$ cat src/rtl/alu_decoder_md_if.sv
// Bus between the issuing pipeline stage / mult-div unit and the ALU decoder.
// The master side issues operations and consumes the decoded control and MD strobes.
interface alu_decoder_md_if;
    logic       ValidIn;
    logic       ReadyOut;
    logic [2:0] Op;
    logic [5:0] F;
    logic       Flush;
    logic [3:0] Ctrl;
    logic       ValidOut;
    logic       Illegal;
    logic       MdStart;
    logic       MdIsDiv;
    logic       MdSigned;
    logic       MdDone;
    logic       Busy;

    modport master (
        output ValidIn, Op, F, Flush,
        input  ReadyOut, Ctrl, ValidOut, Illegal, MdStart, MdIsDiv, MdSigned, MdDone, Busy
    );

    modport slave (
        input  ValidIn, Op, F, Flush,
        output ReadyOut, Ctrl, ValidOut, Illegal, MdStart, MdIsDiv, MdSigned, MdDone, Busy
    );
endinterface

$ cat src/rtl/alu_decoder_md.sv
// Registered ALU control decoder that also sequences multi-cycle mult/div
// operations, holding off the issuing stage while the MD unit is busy.
module alu_decoder_md #(
    parameter int MULT_LAT = 4,
    parameter int DIV_LAT  = 32,
    parameter int CNT_W    = 8
) (
    input  logic               clk,
    input  logic               reset,
    alu_decoder_md_if.slave    bus
);

    localparam logic [3:0] C_AND = 4'b0000;
    localparam logic [3:0] C_OR  = 4'b0001;
    localparam logic [3:0] C_ADD = 4'b0010;
    localparam logic [3:0] C_XOR = 4'b0011;
    localparam logic [3:0] C_NOR = 4'b0100;
    localparam logic [3:0] C_SUB = 4'b0110;
    localparam logic [3:0] C_SLT = 4'b0111;
    localparam logic [3:0] C_SLL = 4'b1000;
    localparam logic [3:0] C_SRL = 4'b1001;
    localparam logic [3:0] C_SRA = 4'b1010;
    localparam logic [3:0] C_LUI = 4'b1011;

    typedef enum logic [1:0] {IDLE, MUL, DIV} state_t;

    typedef struct packed {
        logic [3:0] ctrl;
        logic       ill;
        logic       md;
        logic       is_div;
        logic       sgn;
    } dec_t;

    // Undefined functs and mult/div both fall back to add so the ALU sees a benign op.
    function automatic dec_t decode(input logic [2:0] op, input logic [5:0] f);
        dec_t d;
        d      = '0;
        d.ctrl = C_ADD;
        case (op)
            3'b000: d.ctrl = C_ADD;
            3'b001: d.ctrl = C_SUB;
            3'b011: d.ctrl = C_AND;
            3'b100: d.ctrl = C_OR;
            3'b101: d.ctrl = C_SLT;
            3'b110: d.ctrl = C_XOR;
            3'b111: d.ctrl = C_LUI;
            default: begin
                case (f)
                    6'h20, 6'h21: d.ctrl = C_ADD;
                    6'h22, 6'h23: d.ctrl = C_SUB;
                    6'h24:        d.ctrl = C_AND;
                    6'h25:        d.ctrl = C_OR;
                    6'h26:        d.ctrl = C_XOR;
                    6'h27:        d.ctrl = C_NOR;
                    6'h2A:        d.ctrl = C_SLT;
                    6'h00:        d.ctrl = C_SLL;
                    6'h02:        d.ctrl = C_SRL;
                    6'h03:        d.ctrl = C_SRA;
                    6'h18: begin d.md = 1'b1; d.sgn = 1'b1; end
                    6'h19: begin d.md = 1'b1; end
                    6'h1A: begin d.md = 1'b1; d.is_div = 1'b1; d.sgn = 1'b1; end
                    6'h1B: begin d.md = 1'b1; d.is_div = 1'b1; end
                    default: d.ill = 1'b1;
                endcase
            end
        endcase
        return d;
    endfunction

    state_t           state, state_n;
    logic [CNT_W-1:0] cnt, cnt_n;
    logic             start_n, done_n;
    logic             accept;
    dec_t             dec;

    logic [3:0]       ctrl_p1;
    logic             vld_p1, ill_p1, start_p1, isdiv_p1, sgn_p1, done_p1;

    assign bus.ReadyOut = (state == IDLE);
    assign bus.Busy     = (state != IDLE);
    assign accept       = bus.ValidIn & bus.ReadyOut;
    assign dec          = decode(bus.Op, bus.F);

    // Flush takes priority over the terminal count so an aborted op never writes HI/LO.
    always_comb begin
        state_n = state;
        cnt_n   = cnt;
        start_n = 1'b0;
        done_n  = 1'b0;
        case (state)
            IDLE: begin
                if (accept && dec.md) begin
                    start_n = 1'b1;
                    if (dec.is_div) begin
                        state_n = DIV;
                        cnt_n   = CNT_W'(DIV_LAT - 1);
                    end else begin
                        state_n = MUL;
                        cnt_n   = CNT_W'(MULT_LAT - 1);
                    end
                end
            end
            MUL, DIV: begin
                if (bus.Flush) begin
                    state_n = IDLE;
                    cnt_n   = '0;
                end else if (cnt == '0) begin
                    state_n = IDLE;
                    done_n  = 1'b1;
                end else begin
                    cnt_n = cnt - CNT_W'(1);
                end
            end
            default: begin
                state_n = IDLE;
                cnt_n   = '0;
            end
        endcase
    end

    // Stage p1: decoded control and MD strobes, one cycle after accept.
    always_ff @(posedge clk or posedge reset) begin
        if (reset) begin
            state    <= IDLE;
            cnt      <= '0;
            ctrl_p1  <= '0;
            vld_p1   <= 1'b0;
            ill_p1   <= 1'b0;
            start_p1 <= 1'b0;
            isdiv_p1 <= 1'b0;
            sgn_p1   <= 1'b0;
            done_p1  <= 1'b0;
        end else begin
            state    <= state_n;
            cnt      <= cnt_n;
            vld_p1   <= accept;
            ill_p1   <= accept & dec.ill;
            start_p1 <= start_n;
            done_p1  <= done_n;
            if (accept) ctrl_p1 <= dec.ctrl;
            if (start_n) begin
                isdiv_p1 <= dec.is_div;
                sgn_p1   <= dec.sgn;
            end
        end
    end

    assign bus.Ctrl     = ctrl_p1;
    assign bus.ValidOut = vld_p1;
    assign bus.Illegal  = ill_p1;
    assign bus.MdStart  = start_p1;
    assign bus.MdIsDiv  = isdiv_p1;
    assign bus.MdSigned = sgn_p1;
    assign bus.MdDone   = done_p1;

endmodule
$ cat src/flat_wrapper.sv
// flat-port wrapper written by rule: the top's interface ports become plain ports
module alu_decoder_md_flat 
#(
    parameter int MULT_LAT = 4,
    parameter int DIV_LAT  = 32,
    parameter int CNT_W    = 8
)
  (clk, reset, bus_ValidIn, bus_Op, bus_F, bus_Flush, bus_ReadyOut, bus_Ctrl, bus_ValidOut, bus_Illegal, bus_MdStart, bus_MdIsDiv, bus_MdSigned, bus_MdDone, bus_Busy);
  alu_decoder_md_if bus_i ();
  input  logic clk;
  input  logic reset;
  input wire logic [$bits(bus_i.ValidIn)-1:0] bus_ValidIn;
  input wire logic [$bits(bus_i.Op)-1:0] bus_Op;
  input wire logic [$bits(bus_i.F)-1:0] bus_F;
  input wire logic [$bits(bus_i.Flush)-1:0] bus_Flush;
  output wire logic [$bits(bus_i.ReadyOut)-1:0] bus_ReadyOut;
  output wire logic [$bits(bus_i.Ctrl)-1:0] bus_Ctrl;
  output wire logic [$bits(bus_i.ValidOut)-1:0] bus_ValidOut;
  output wire logic [$bits(bus_i.Illegal)-1:0] bus_Illegal;
  output wire logic [$bits(bus_i.MdStart)-1:0] bus_MdStart;
  output wire logic [$bits(bus_i.MdIsDiv)-1:0] bus_MdIsDiv;
  output wire logic [$bits(bus_i.MdSigned)-1:0] bus_MdSigned;
  output wire logic [$bits(bus_i.MdDone)-1:0] bus_MdDone;
  output wire logic [$bits(bus_i.Busy)-1:0] bus_Busy;
  assign bus_i.ValidIn = bus_ValidIn;
  assign bus_i.Op = bus_Op;
  assign bus_i.F = bus_F;
  assign bus_i.Flush = bus_Flush;
  assign bus_ReadyOut = bus_i.ReadyOut;
  assign bus_Ctrl = bus_i.Ctrl;
  assign bus_ValidOut = bus_i.ValidOut;
  assign bus_Illegal = bus_i.Illegal;
  assign bus_MdStart = bus_i.MdStart;
  assign bus_MdIsDiv = bus_i.MdIsDiv;
  assign bus_MdSigned = bus_i.MdSigned;
  assign bus_MdDone = bus_i.MdDone;
  assign bus_Busy = bus_i.Busy;
  alu_decoder_md #(.MULT_LAT(MULT_LAT), .DIV_LAT(DIV_LAT), .CNT_W(CNT_W)) u_core (.clk(clk), .reset(reset), .bus(bus_i));
endmodule
$ cat config.mk
export PLATFORM = sky130hd
export DESIGN_NAME = alu_decoder_md_flat
export DESIGN_NICKNAME = d
export VERILOG_FILES = /design/src/rtl/alu_decoder_md_if.sv /design/src/rtl/alu_decoder_md.sv /design/src/flat_wrapper.sv
export SDC_FILE = /design/constraint.sdc
export NUM_CORES = 1
export LEC_CHECK = 0
export CORE_MARGIN = 5
export CORE_UTILIZATION = 39
export DETAILED_ROUTE_END_ITERATION = 12
export GPL_TIMING_DRIVEN = 0
export HOLD_SLACK_MARGIN = 0.03
export PLACE_DENSITY = 0.72
export SLEW_MARGIN = 10
export SYNTH_ARGS = -nofsm -noshare
export SYNTH_HDL_FRONTEND = slang
export SYNTH_SLANG_ARGS = --single-unit
$ cat constraint.sdc
create_clock -name clk -period 4.69 [get_ports clk]
set_input_delay 0.938 -clock clk [delete_from_list [all_inputs] [get_ports clk]]
set_output_delay 0.938 -clock clk [all_outputs]
set_load 0.03 [all_outputs]
==> impl_metrics.json <==
{
  "yosysSeqAreaShare_pct": 41.9,
  "synth_seq_cells": 20,
  "hold_violations": 0,
  "ios": 25,
  "final_common_cell": "clkdlybuf4s50_1",
  "gp_congestion": 0.918,
  "path_cells": "clkdlybuf4s50_1 -> nor3b_1 -> a31oi_1 -> or2_1 -> or4b_4 -> o31ai_2",
  "grt_overflow": 0,
  "final_util_pct": 50.2,
  "firstDrtPassIters": 4,
  "clk_latency_ns": 0.31,
  "cts_hold_buf": 0,
  "rows": 20,
  "drive_gt1_share_pct": 7.55,
  "slowest_stage": "clkdlybuf4s50_1",
  "synth_enable_flop_cells": 0,
  "synth_top_area_share_pct": 41.9,
  "hp-class": "flop to flop",
  "fmax_mhz": 354,
  "cts.repair.resized": 0,
  "core-area_sq_mm": 0.00300,
  "dp_hpwl_microns": 2090,
  "mostFrequentLayoutCells": "clkdlybuf4s50_1, dfrtp_1, nor2_1",
  "critPathLaunchType": "input pin",
  "fin_crit_ns": 2.82,
  "die_w_microns": 65.3,
  "path_max_fanout": 6,
  "drt_first_iter_violations": 31,
  "syn_area_sq_mm": 0.00119,
  "synth_area_leaders": "dfrtp_1, nor2_1, ha_1",
  "drc": 0,
  "setup_viol": 0,
  "slew_violations": 0,
  "finalPower_mw": 0.544,
  "setup.worst_path.class": "input pin to flop",
  "ant_nets": 0,
  "n_antenna_cell": 0,
  "grtUsageTotal_pct": 14.0,
  "tightestPinTransition_ns": 0.777,
  "placedCellCount": 188,
  "synth_nets": 150,
  "ys_async_sr_fraction_pct": 100,
  "run_status": "finished clean",
  "critical-path-top-delay-family": "simple AND/OR/NAND/NOR gates",
  "drv_cap": 0,
  "rsz0062_at_grt": "false",
  "cts_setup_buffers": 0,
  "fin_cells": 192,
  "cts_made_buffers": 3,
  "vias": 1105,
  "synth_cell_types": 44,
  "cts.clk_slew.worst_paths_ns": 0.12,
  "powerDensity_mw_per_mm2": 361,
  "synthCells": 133,
  "synth.largest_area_cell": "dfrtp_1",
  "via_per_inst": 5.76,
  "start_util_pct": 39.8,
  "end_kind": "flop",
  "nNetsFinal": 177,
  "p_leak_nw": 0.662,
  "cp.required_ns": 4.92,
  "yosys_warnings": 0,
  "avgSynthCellArea_sq_um": 8.97,
  "synthFlopType": "dfrtp_1",
  "setup_tns_ns": 0,
  "period_share_pct": 60.2,
  "cts_max_level": 1,
  "syn_to_final_growth_pct": 26.3,
  "die_area_sq_mm": 0.00427,
  "cts_root_buffer": "clkbuf_4",
  "totalWireLength_microns": 2650,
  "cts_tree": "built",
  "crit_arrival_ns": 3.05,
  "dieHeight_microns": 65.3,
  "grt_max_degree": 21,
  "grt_pass1_wl_microns": 4640,
  "fin_skew_ns": 0.00101,
  "grt_pass1_vias": 1112,
  "cts_sinks": 20,
  "clock_path_buffers": 2,
  "portBuffers": 22,
  "critPathBufInv": 1,
  "maxSlewHeadroom_pct": 48.1,
  "grt_antenna_before_repair": 0,
  "ir_drop_uv": 159,
  "slowest_delay_ns": 0.55,
  "detail_route.wl_per_cell_microns": 13.8
}
[kinds of logic after synthesis]
logic type	Yosys count	share of synthesized area (%)
compound gates	41	23.1
xor+xnor	1	0.734
fa+ha+maj	4	4.19
buf+inv	16	5.87
flops	20	41.9
mux	3	2.62
simple gates	48	21.6
[through the flow]
stage	worst slack (ns)	hold slack [ns]	area, sq um
5_1_grt	1.75	0.527	1510
6_report	1.87	0.502	1510
3_5_place_dp	1.55	0.478	1460
2_1_floorplan	2.17	0.453	1190
3_3_place_gp	1.56	0.471	1460
4_1_cts	1.88	0.507	1510
[report_power, final]
group | switching [mW] | internal (mW) | total [mW] | leakage (nW)
combinational | 0.110 | 0.0788 | 0.188 | 0.373
sequential | 0.0182 | 0.194 | 0.212 | 0.260
clock | 0.0571 | 0.0864 | 0.144 | 0.0279
total | 0.185 | 0.359 | 0.544 | 0.662
[per-layer routing]
| layer | wire length [microns] | up-vias | track usage [%] |
|---|---|---|---|
| li1 | - | 539 | - |
| met3 | 115 | 8 | 3.93 |
| met5 | 0 | - | 0 |
| met4 | 42 | 0 | 6.22 |
| met1 | 1160 | 534 | 15.1 |
| met2 | 1340 | 24 | 25.2 |
[worst register-to-register path, delay by kind of cell, from the launching register on]
| family | cells | cell delay (ns) |
|---|---|---|
| AO/OA/AOI/OAI | 1 | 0.18 |
| adder cells (fa/ha/maj) | 1 | 0.29 |
| buffers and inverters | 2 | 0.41 |
| flip-flops | 1 | 0.40 |
| AND/OR/NAND/NOR | 4 | 1.00 |
[worst paths after layout]
| path | endpoint | slack [ns] | depth (start not counted) | startpoint |
|---|---|---|---|---|
| min reg2reg | u_core.cnt[7]$_DFFE_PP0P_ | 0.50 | 1 | u_core.cnt[7]$_DFFE_PP0P_ |
| min in group asynchronous | u_core.bus.Illegal$_DFF_PP0_ | 1.06 | 2 | reset |
| max in group asynchronous | u_core.cnt[2]$_DFFE_PP0P_ | 3.15 | 2 | reset |
| max reg2reg | u_core.cnt[7]$_DFFE_PP0P_ | 2.34 | 8 | u_core.state[0]$_DFFE_PP0P_ |
| min | u_core.cnt[7]$_DFFE_PP0P_ | 0.50 | 1 | u_core.cnt[7]$_DFFE_PP0P_ |
| max | u_core.cnt[7]$_DFFE_PP0P_ | 1.87 | 6 | bus_Op[1] |
[registers in the layout (all words and copies together) (netlist names)]
signal               flops
u_core.cnt               8
u_core.bus.Ctrl          4
u_core.state             2
u_core.bus.Illegal       1
u_core.bus.MdDone        1
u_core.bus.MdIsDiv       1
u_core.bus.MdSigned      1
u_core.bus.MdStart       1
u_core.bus.ValidOut      1
[cell type report]
type / instances / area [sq um]
Timing Repair Buffer: 22 / 220
Tap cell: 33 / 41.3
Buffer: 6 / 32.5
Sequential cell: 20 / 500
Clock inverter: 1 / 30.0
Inverter: 10 / 37.5
Fill cell: 296 / 1500
Clock buffer: 3 / 22.5
Multi-Input combinational cell: 97 / 623
[cell usage after synthesis, drive strengths merged (2+ instances only)]
master,n
or4,2
nand3,2
or3b,2
o21ai,13
or2,3
ha,4
clkbuf,2
nor2,14
mux2i,2
o31a,2
nand2b,2
dfrtp,20
o31ai,4
nand2,11
nor2b,2
a31oi,3
inv,10
nor3,2
o21bai,3
a22o,3
nor4,2
buf,4
a21oi,6
No activity file was read; power rests on OpenSTA's default activity.
